### config.mk
export PLATFORM = sky130hd
export DESIGN_NAME = time_set_ctrl
export DESIGN_NICKNAME = d
export VERILOG_FILES = /design/src/rtl/time_set_pkg.sv /design/src/rtl/btn_debounce.sv /design/src/rtl/time_set_ctrl.sv
export SDC_FILE = /design/constraint.sdc
export NUM_CORES = 1
export LEC_CHECK = 0
export CORE_MARGIN = 3
export CORE_UTILIZATION = 35
export DETAILED_ROUTE_END_ITERATION = 10
export PLACE_DENSITY = 0.56
export SLEW_MARGIN = 20
export SYNTH_ARGS = -nofsm -noshare
export SYNTH_HDL_FRONTEND = slang
export SYNTH_SLANG_ARGS = --single-unit
### constraint.sdc
create_clock -name clock_i -period 2.6 [get_ports clock_i]
set_input_delay 0.39 -clock clock_i [delete_from_list [all_inputs] [get_ports clock_i]]
set_output_delay 0.39 -clock clock_i [all_outputs]
set_load 0.02 [all_outputs]
### src/rtl/time_set_pkg.sv
// rtl/time_set_pkg.sv - status/state encoding for the time-set control stage and display decode
package time_set_pkg;

  localparam logic [2:0] ST_RUN      = 3'd0;
  localparam logic [2:0] ST_SET_HOUR = 3'd1;
  localparam logic [2:0] ST_SET_MIN  = 3'd2;

  typedef enum logic [2:0] {
    S_RUN      = ST_RUN,
    S_SET_HOUR = ST_SET_HOUR,
    S_SET_MIN  = ST_SET_MIN
  } state_e;

  function automatic state_e next_mode_state(input state_e s);
    case (s)
      S_RUN:      return S_SET_HOUR;
      S_SET_HOUR: return S_SET_MIN;
      default:    return S_RUN;
    endcase
  endfunction

endpackage

### src/rtl/btn_debounce.sv
// rtl/btn_debounce.sv - 2-FF sync, counter debouncer and rising-edge press pulse for one button
module btn_debounce #(
  parameter logic [15:0] DEB_CYC = 16'd50000
) (
  input  logic clk_i,
  input  logic rst_i,
  input  logic btn_i,
  output logic level_o,
  output logic press_o
);

  logic        sync1_q;
  logic        sync2_q;
  logic        level_q;
  logic        press_q;
  logic [15:0] cnt_q;
  logic        flip;

  assign flip = (sync2_q != level_q) && (cnt_q == DEB_CYC - 16'd1);

  always_ff @(posedge clk_i or posedge rst_i) begin
    if (rst_i) begin
      sync1_q <= 1'b0;
      sync2_q <= 1'b0;
      level_q <= 1'b0;
      press_q <= 1'b0;
      cnt_q   <= 16'd0;
    end else begin
      sync1_q <= btn_i;
      sync2_q <= sync1_q;
      // Press fires together with the rising flip so the consumer registers it one cycle later.
      press_q <= flip && !level_q;
      if (sync2_q == level_q) begin
        cnt_q <= 16'd0;
      end else if (flip) begin
        level_q <= sync2_q;
        cnt_q   <= 16'd0;
      end else begin
        cnt_q <= cnt_q + 16'd1;
      end
    end
  end

  assign level_o = level_q;
  assign press_o = press_q;

endmodule

### src/rtl/time_set_ctrl.sv
// rtl/time_set_ctrl.sv - RUN/SET_HOUR/SET_MIN control with blink; AUTO_REPEAT_EN adds hold-to-repeat
module time_set_ctrl
  import time_set_pkg::*;
#(
  parameter logic [15:0] DEB_CYC = 16'd50000,
  parameter int          BLINK_W = 14
`ifdef AUTO_REPEAT_EN
  ,
  parameter logic [23:0] HOLD_CYC   = 24'd500000,
  parameter logic [23:0] REPEAT_CYC = 24'd100000
`endif
) (
  input  logic       clock_i,
  input  logic       reset_i,
  input  logic       btn_mode_i,
  input  logic       btn_up_i,
  input  logic       btn_down_i,
  output logic       run_en_o,
  output logic       hour_inc_o,
  output logic       hour_dec_o,
  output logic       min_inc_o,
  output logic       min_dec_o,
  output logic       sec_clr_o,
  output logic [2:0] status_o,
  output logic       blink_o
);

  localparam logic [BLINK_W:0] BLINK_ONE = {{BLINK_W{1'b0}}, 1'b1};

  logic mode_lvl, mode_p;
  logic up_lvl, up_p;
  logic dn_lvl, dn_p;
  logic unused_lvl;

  btn_debounce #(.DEB_CYC(DEB_CYC)) u_deb_mode (
    .clk_i(clock_i), .rst_i(reset_i), .btn_i(btn_mode_i), .level_o(mode_lvl), .press_o(mode_p)
  );
  btn_debounce #(.DEB_CYC(DEB_CYC)) u_deb_up (
    .clk_i(clock_i), .rst_i(reset_i), .btn_i(btn_up_i), .level_o(up_lvl), .press_o(up_p)
  );
  btn_debounce #(.DEB_CYC(DEB_CYC)) u_deb_down (
    .clk_i(clock_i), .rst_i(reset_i), .btn_i(btn_down_i), .level_o(dn_lvl), .press_o(dn_p)
  );

  state_e           state_q, state_d;
  logic             run_en_q;
  logic             hour_inc_q, hour_dec_q, min_inc_q, min_dec_q, sec_clr_q;
  logic [BLINK_W:0] blink_cnt_q;
  logic             up_press, dn_press;
  logic             up_ev, dn_ev;

  always_comb begin
    state_d = state_q;
    if (mode_p) state_d = next_mode_state(state_q);
    up_press = up_p && !dn_p;
    dn_press = dn_p && !up_p;
  end

`ifdef AUTO_REPEAT_EN
  logic        rep_act_q, rep_dn_q, rep_ph_q;
  logic [23:0] rep_cnt_q;
  logic        rep_hold_ok, rep_fire, rep_start;

  // Repeat only while exactly the armed button stays held in the same set state.
  assign rep_hold_ok = rep_act_q && (up_lvl ^ dn_lvl) && (rep_dn_q ? dn_lvl : up_lvl) && !mode_p;
  assign rep_fire    = rep_hold_ok && (rep_cnt_q == (rep_ph_q ? REPEAT_CYC : HOLD_CYC) - 24'd1);
  assign rep_start   = (state_q != S_RUN) && !mode_p && (up_press || dn_press);

  always_ff @(posedge clock_i or posedge reset_i) begin
    if (reset_i) begin
      rep_act_q <= 1'b0;
      rep_dn_q  <= 1'b0;
      rep_ph_q  <= 1'b0;
      rep_cnt_q <= 24'd0;
    end else if (rep_start) begin
      rep_act_q <= 1'b1;
      rep_dn_q  <= dn_press;
      rep_ph_q  <= 1'b0;
      rep_cnt_q <= 24'd0;
    end else if (!rep_hold_ok) begin
      rep_act_q <= 1'b0;
      rep_cnt_q <= 24'd0;
    end else if (rep_fire) begin
      rep_ph_q  <= 1'b1;
      rep_cnt_q <= 24'd0;
    end else begin
      rep_cnt_q <= rep_cnt_q + 24'd1;
    end
  end

  assign up_ev      = up_press || (rep_fire && !rep_dn_q);
  assign dn_ev      = dn_press || (rep_fire && rep_dn_q);
  assign unused_lvl = mode_lvl;
`else
  assign up_ev      = up_press;
  assign dn_ev      = dn_press;
  assign unused_lvl = mode_lvl ^ up_lvl ^ dn_lvl;
`endif

  always_ff @(posedge clock_i or posedge reset_i) begin
    if (reset_i) begin
      state_q     <= S_RUN;
      run_en_q    <= 1'b1;
      hour_inc_q  <= 1'b0;
      hour_dec_q  <= 1'b0;
      min_inc_q   <= 1'b0;
      min_dec_q   <= 1'b0;
      sec_clr_q   <= 1'b0;
      blink_cnt_q <= '0;
    end else begin
      state_q    <= state_d;
      run_en_q   <= (state_d == S_RUN);
      // A mode press in the same cycle swallows any up/down adjustment.
      hour_inc_q <= !mode_p && (state_q == S_SET_HOUR) && up_ev;
      hour_dec_q <= !mode_p && (state_q == S_SET_HOUR) && dn_ev;
      min_inc_q  <= !mode_p && (state_q == S_SET_MIN) && up_ev;
      min_dec_q  <= !mode_p && (state_q == S_SET_MIN) && dn_ev;
      sec_clr_q  <= mode_p && (state_q == S_SET_MIN);
      if ((state_d != state_q) || (state_d == S_RUN)) blink_cnt_q <= '0;
      else                                             blink_cnt_q <= blink_cnt_q + BLINK_ONE;
    end
  end

  assign run_en_o   = run_en_q;
  assign hour_inc_o = hour_inc_q;
  assign hour_dec_o = hour_dec_q;
  assign min_inc_o  = min_inc_q;
  assign min_dec_o  = min_dec_q;
  assign sec_clr_o  = sec_clr_q;
  assign status_o   = state_q;
  assign blink_o    = blink_cnt_q[BLINK_W];

endmodule

# Yosys cells after proc, flatten, opt, wreduce, memory -nomap -nowiden
# Index checks and enable logic that the tools add are counted.
# op_classes
bitwise_logic	3
add_sub_neg	4
eq_ne	12
n_mux	9
n_reduce_logical	27
# ops
op	count
$mux 16	6
$add 16x1->16 const B	3
$eq 16x16->1 const B	3
$add 15x1->15 const B	1
$logic_and 1x1->1	15
$mux 15	1
$logic_not 1->1	6
$logic_not 3->1	2
$reduce_and 2->1	3
$pmux 2 s2	1
$eq 1x1->1	3
$eq 3x1->1 const B	1
$eq 3x2->1 const B	1
$mux 3	1
$ne 1x1->1	3
$ne 3x3->1	1
$not 1->1	3
$logic_or 1x1->1	1
# totals
out_inout_bits	10
register_bits	84
word_cells	78
input_bits	5

# Depth between registers and ports, before layout
# Gate-level depths: netlist of run 1.
# logic_depth
ltp_word	6
ltp_mapped	6
depth_no_buf	5

# By module
# Synthesis of run 1 repeated with hierarchy kept, for this count alone.
# unflattened
hier_cells	380
area_unflattened_um2	4041.4
# modules_own_cells
module	area_per_inst_um2	seq_area_each_um2	n_inst	cells_each
btn_debounce	975.9	500.5	3	91
time_set_ctrl	1113.6	601.8	1	107

# Worst setup path before layout of run 1
# Ideal clock, no wire load.
# synth_timing
path_kind	flip-flop to flip-flop
startpoint	register u_deb_mode.cnt_q[0]
endpoint	register u_deb_mode.level_q (netlist: u_deb_mode.level_o)
arrival_ns	1.548
path_buffers	0
setup_ns	0.125
required_ns	2.475
stages_incl_launch_ff	5
slack_ns	0.927
period_less_slack_ns	1.673
path_cell_list	dfrtp_1 ha_1 nand4_4 or4_4 mux2_4
# synth_between
elab_chain_cells	3
# synth_lines
element	line_no	rtl
start: declaration	btn_debounce.sv:16	logic [15:0] cnt_q;
start signal: assignment	btn_debounce.sv:39	cnt_q <= cnt_q + 16'd1;
$eq 16x16->1	btn_debounce.sv:19	assign flip = (sync2_q != level_q) && (cnt_q == DEB_CYC - 16'd1);
$logic_and 1x1->1	btn_debounce.sv:19	
$reduce_and 2->1 (no line)	n/a	
end signal: assignment	btn_debounce.sv:36	level_q <= sync2_q;
end: declaration	btn_debounce.sv:14	logic level_q;
# Every way passes these cells.
# A chain may end at the register's enable or synchronous reset.

# Worst setup path after layout of run 1
# layout_timing
startpoint	register u_deb_down.cnt_q[0]
endpoint	register u_deb_down.cnt_q[14]
# layout_between
elab_chain_cells	4
word_cells_on_any_way	5
classes_between	1 x add/sub; 1 x eq/ne; 2 x mux; 1 x reduce/logical
# layout_lines
element	line_no	rtl
start: declaration	btn_debounce.sv:16	
start signal: assignment	btn_debounce.sv:39	
branches (longest 2 deep; another with $add 16x1->16)	n/a	
$mux 16 (*)	btn_debounce.sv:35	end else if (flip) begin
$mux 16 (*)	btn_debounce.sv:33	if (sync2_q == level_q) begin
# Every way passes the cells marked *.

==> results of run 1 <==
==> final cells by class <==
type,count,area [sq um],share of cell area
flip-flops and latches,84,2103,0.4908
multi-input cells,260,1609,0.3755
well taps,136,170.2,0.03971
repair buffers,16,167.7,0.03912
clock buffers,10,127.6,0.02978
clock inverters,6,65.06,0.01518
inverters,11,42.54,0.009927
==> per-stage QoR <==
| step | hold WS, ns | std cells | power (uW) |
|---|---|---|---|
| final | 0.3605 | 523 | 2326 |
| after global routing | 0.3758 | 523 | 2433 |
| after CTS | 0.3616 | 523 | 2360 |
| after detailed placement | 0.3419 | 507 | 1436 |
| after global placement | 0.3366 | 507 | 1435 |
| after floorplan | 0.3312 | 362 | 1409 |
==> flip-flops by register name (all words and copies together) (netlist names), 3 cells and up <==
name / flops
blink_cnt_q: 15
status_o: 3
u_deb_down.cnt_q: 16
u_deb_mode.cnt_q: 16
u_deb_up.cnt_q: 16
==> layout by cell type, fill, tap and decap left out, types with 4 or more instances in the layout <==
| cell type | instances |
|---|---|
| and3_1 | 4 |
| clkbuf_8 | 9 |
| clkdlybuf4s50_1 | 14 |
| clkinvlp_4 | 4 |
| dfrtp_1 | 83 |
| ha_1 | 4 |
| inv_1 | 10 |
| nand2_1 | 19 |
| nand3_1 | 22 |
| nand4_1 | 12 |
| nor2_1 | 73 |
| nor3_1 | 17 |
| nor4_1 | 14 |
| xnor2_1 | 45 |
| xor2_1 | 10 |
==> logic make-up after synthesis <==
logic type | synth area share
AO/OA/AOI/OAI | 0.01089
flip-flops | 0.5550
adder cells (fa/ha/maj) | 0.01321
AND/OR/NAND/NOR | 0.2578
multiplexers | 0.01551
buffers and inverters | 0.02047
XOR/XNOR | 0.1271
==> worst max-delay path, delay by kind of cell, from the launching register on <==
kind | cells | cell delay (ns)
simple gates | 4 | 1.11
flops | 1 | 0.44
fa+ha+maj | 1 | 0.23
==> worst max-delay path by stage <==
stage,cells after the start,to,startpoint,slack [ns]
6_report,5,u_deb_down.cnt_q[14]$_DFF_PP0_,u_deb_down.cnt_q[0]$_DFF_PP0_,0.68
5_1_grt,5,u_deb_down.cnt_q[14]$_DFF_PP0_,u_deb_down.cnt_q[0]$_DFF_PP0_,0.46
4_1_cts,1,status_o[0],status_o[0]$_DFF_PP0_,0.66
3_5_place_dp,5,u_deb_down.cnt_q[14]$_DFF_PP0_,u_deb_down.cnt_q[0]$_DFF_PP0_,0.74
3_3_place_gp,5,u_deb_down.cnt_q[11]$_DFF_PP0_,u_deb_down.cnt_q[0]$_DFF_PP0_,0.83
2_1_floorplan,1,blink_cnt_q[0]$_DFF_PP0_,reset_i,0.05
==> power by group through the flow <==
stage          combinational [uW]  clock, uW  sequential, uW
6_report                     69.8        918            1340
3_3_place_gp                 72.2          0            1360
4_1_cts                      73.5        949            1340
5_1_grt                      80.8       1010            1340
3_5_place_dp                 72.9          0            1360
2_1_floorplan                49.1          0            1360
==> per-layer routing <==
layer / share of wire / track usage / vias to the layer above
met5: 0 / 0 / -
met4: 0.031 / 0.06411 / 0
met3: 0.026 / 0.03087 / 11
met2: 0.44 / 0.1824 / 33
met1: 0.50 / 0.1727 / 1213
li1: - / - / 1276
==> run metrics, run 1 <==
first-pass iteration count of the detailed router 4; Post-Syn Nets 371; Slew Limit Fails 0; CTS sink count 84; GRT overflow 0; WS Path Type reg -> reg; Internal Power between 1500 and 2000 uW; peak supply drop 317.9 uV; die height 110.1 um; fin nets between 300 and 400; FF-to-FF Start u_deb_down.cnt_q[0]$_DFF_PP0_; CTS tree yes; Clock Tree Root clkbuf_8; slowest stage delay, CP ~0.46 ns; # rows 37; global-route wire length before repair 11,790 um; H-tree levels 3; Syn Std Cell Area between 3000 and 4000 sq um; clock latency on the worst-skew pair 0.36 ns; Post-Route WL approximately 6800 um; dpl cell area approximately 4100 sq um; Hold-fix buffers, CTS 0; clk buf depth 2; Hold WC Path Type reg -> reg; fin worst setup slack 0.6804 ns; setup_tns 0 ns; worst endpoint required time 2.82 ns; initial core utilization 0.3638; Slew Limit Headroom 0.5734; Post-synth EDFFs 0; DR vias/cell 4.843; sequential power share 0.575; Worst-Margin Slew approximately 0.64 ns; IO buf count 14; FFs w/ async S/R, synth 1.000; DP Wirelength about 4400 um; share of cells above drive strength 1 0.08010; area share of the largest cell type after synthesis 0.5480; Final setup viols 0; switching power 539.6 uW; total track usage 0.1253; Wirelength per Cell 12.96 um; Max Fclk 0.5209 GHz; Synth warnings 0; core area 10,420 sq um; routability cong. 0.8283; vias in the first global route 2,489; Synth Instances 362; Die Width 110.1 um; reg2reg path depth 5; slowest CP cell nand2_1; hold depth 0; design area 4285 sq um; Final Cycle Share 0.7383; r2r setup slk 0.68 ns; # IOs 15; Area Growth Syn to Fin 13.07%; Mapped Avg Cell Area 10.47 sq um; largest net degree at the start of global routing 38; most used flip-flop cell after synthesis dfrtp_1; CP Launch Type flop; DP Worst Slack 0.7367 ns; Min Clock Period, post-route around 1.9 ns; crit-path cells ha_1 > nand3_1 > nand4b_1 > nand2_1 > nor2_1; Hold Path Sink u_deb_mode.sync2_q$_DFF_PP0_; Setup Buffers After CTS 0; unrepaired setup endpoints after global routing no; Worst Path Arrival 2.14 ns; register area share after synthesis 0.5550; Worst-path clk slew 0.08 ns; Final Core Density 0.4114; R2R Path End u_deb_down.cnt_q[14]$_DFF_PP0_; die area 12,110 sq um; CP Capture Type flop; top post-synthesis cells by count dfrtp_1 (83), nor2_1 (73), xnor2_1 (45); synthesis-stage register bit count 84; diode count 0; Post-DRT Antenna Nets 0; number of remaining DRC errors 0; DR iter-0 viols 77; Hold Fails Final Rpt 0; max-capacitance violation count 0; Clock Skew 0.01540 ns; Switching Fraction 0.2320; Clk network pwr share 0.395; post-synth cell types 41; worst-path fanout max 15; CTS resizes 0; status finished, final reports clean; Synth area leaders dfrtp_1 (55%), xnor2_1 (10%), nor2_1 (7.2%); cell type with the largest total area after synthesis dfrtp_1; count leader, synth dfrtp_1; vias 2,533; TritonCTS buffer count 9; Layout fillers 1,028; min-delay src u_deb_mode.sync1_q$_DFF_PP0_; initial antenna violation count 0; Logic pwr share 0.030; leakage 0.001662 uW; Pwr per Cell Area 542.7 nW/um^2
Note: power is estimated with default switching activity, not from simulation.
==> run 2, diff against run 1 <==
Settings changed: PLACE_DENSITY 0.56 to 0.54.
Clock period 2.6 ns to 1.85 ns, I/O delays scaled along.
==> run 2 against run 1 <==
  * Hold slack got worse by 0.16 ns
  * Global-route usage rose by 0.31 points
  * Die area did not move
  * Register-to-register slack got worse by 0.58 ns
  * Count of clock-buffer cells in the layout rose by 2
  * Sequential share of layout area fell by 0.35 points
  * Final cell count rose by 1.3%
  * Wire length fell by 1.3%
  * Worst setup slack got worse by 0.60 ns
  * First-iteration DRC count rose by 6.5%
  * Clock skew fell by 0.010 ns
==> run metrics, run 2 (synthesized netlist as in run 1, its figures left out) <==
CP Capture Type primary output; # IOs 15 (unchanged); Die Width 110.1 um (unchanged); Setup Buffers After CTS 0 (unchanged); status finished, final reports clean; IO buf count 14 (unchanged); leakage 0.001687 uW (+1.5%); die height 110.1 um (unchanged); DP Wirelength 4548 um (+3.3%); Hold WC Path Type in -> async; worst endpoint required time 1.57 ns (-1.25 ns); Hold WS 0.2003 ns (-0.1602 ns); CP Launch Type flop; DR iter-0 viols 82 (+6.5%); most common cell after layout, fill and taps aside dfrtp_1; routability cong. 0.7483 (-9.7%); max-capacitance violation count 0 (unchanged); Wirelength per Cell 12.63 um (-2.6%); leading registers by flop count u_deb_down.cnt_q: 16 flops, u_deb_mode.cnt_q: 16 flops, u_deb_up.cnt_q: 16 flops; worst-path fanout max 1 (-14); WS Path Type reg -> out; design area 4319 sq um (+0.79%); fin nets 398 (+1.8%); vias 2,527 (-0.24%); global-route wire length before repair 12,020 um (+2.0%); crit-path cells clkdlybuf4s50_1; number of remaining DRC errors 0 (unchanged); Worst Path Arrival 1.49 ns (-0.65 ns); # rows 37 (unchanged); die area 12,110 sq um (unchanged); Worst-path clk slew 0.09 ns (about the same); unrepaired setup endpoints after global routing no; Min Clock Period, post-route 1.765 ns; most frequent cells in the layout dfrtp_1 (82), nor2_1 (73), xnor2_1 (45); total track usage 0.1283 (+0.003078); Final setup viols 0 (unchanged); TritonCTS buffer count 9 (unchanged); DR vias/cell 4.768 (-1.6%); share of cells above drive strength 1 0.09645 (+0.01634); Slew Limit Fails 0 (unchanged); setup_tns 0 ns (unchanged); clock latency on the worst-skew pair 0.35 ns (about the same); Layout fillers 1,009 (-1.8%); largest net degree at the start of global routing 55 (+45%); initial antenna violation count 0 (unchanged); CP Buf/Inv Count 1 (+1); initial core utilization 0.3638 (unchanged); Final Cycle Share 0.9543; core area 10,420 sq um (unchanged); CP top delay family buffers and inverters; Post-Route WL 6692 um (-1.3%); Clock Tree Root clkbuf_8; dpl cell area 4148 sq um (+1.3%); CTS sink count 84 (unchanged); Slew Limit Headroom 0.7217 (+0.1483); vias in the first global route 2,519 (+1.2%); Hold Fails Final Rpt 0 (unchanged); Worst-Margin Slew 0.4163 ns (-0.2229 ns); Area Growth Syn to Fin 13.96%; Clock Skew 0.005391 ns (-0.01000 ns); slowest CP cell clkdlybuf4s50_1; H-tree levels 3 (unchanged); fin worst setup slack 0.08452 ns (-0.5958 ns); clk buf depth 2 (unchanged); Max Fclk 0.5664 GHz; GRT overflow 0 (unchanged); Overall Power 3164 uW (+36%); first-pass iteration count of the detailed router 4 (unchanged); peak supply drop 309.1 uV (-2.8%); CTS tree yes; Pwr per Cell Area 732.5 nW/um^2 (+35%); DP Worst Slack 0.1020 ns (-0.6348 ns); Post-DRT Antenna Nets 0 (unchanged); diode count 0 (unchanged); slowest stage delay, CP 0.60 ns (+0.14 ns)
==> run 2: metrics by stage <==
stage / std cells / util
after global placement: 514 / 0.3982
after global routing: 530 / 0.4147
after floorplan: 362 / -
after detailed placement: 514 / 0.3982
final: 530 / 0.4147
after CTS: 530 / 0.4145
==> run 2: what timing repair did <==
item	4_1_cts	5_1_grt
hold endpoints to repair	0	0
gates resized for setup	0	1
hold buffers	0	0
setup endpoints to repair	0	1
==> run 2: worst paths after layout <==
check | start | endpoint | slack [ns] | cells after the start
min | reset_i | u_deb_up.cnt_q[14]$_DFF_PP0_ | 0.20 | 2
min in group clock_i | u_deb_up.sync1_q$_DFF_PP0_ | u_deb_up.sync2_q$_DFF_PP0_ | 0.35 | 0
max reg2reg | u_deb_mode.cnt_q[0]$_DFF_PP0_ | u_deb_mode.level_o$_DFFE_PP0P_ | 0.10 | 4
min reg2reg | u_deb_up.sync1_q$_DFF_PP0_ | u_deb_up.sync2_q$_DFF_PP0_ | 0.35 | 0
max in group asynchronous | reset_i | run_en_o$_DFF_PP1_ | 1.08 | 3
max | run_en_o$_DFF_PP1_ | run_en_o | 0.08 | 1
==> run 2: final cells by class <==
cell class / instances / area (sq um) / area share
clock inverters: 4 / 25.02 / 0.005794
multi-input cells: 260 / 1609 / 0.3725
well taps: 136 / 170.2 / 0.03940
repair buffers: 23 / 220.2 / 0.05098
clock buffers: 12 / 145.1 / 0.03360
flip-flops and latches: 84 / 2105 / 0.4873
inverters: 11 / 45.04 / 0.01043
==> run 2: power breakdown <==
part	leakage (uW)	switching, uW	internal (uW)
clock	0.0000824	660	521
combinational	0.000457	65.8	37.6
sequential	0.00115	22.6	1860
==> run 2: per-layer routing <==
layer | track usage | routed length, um
met5 | 0 | 0
met4 | 0.07747 | 199
met3 | 0.02679 | 183
met2 | 0.1889 | 2946
met1 | 0.1735 | 3363
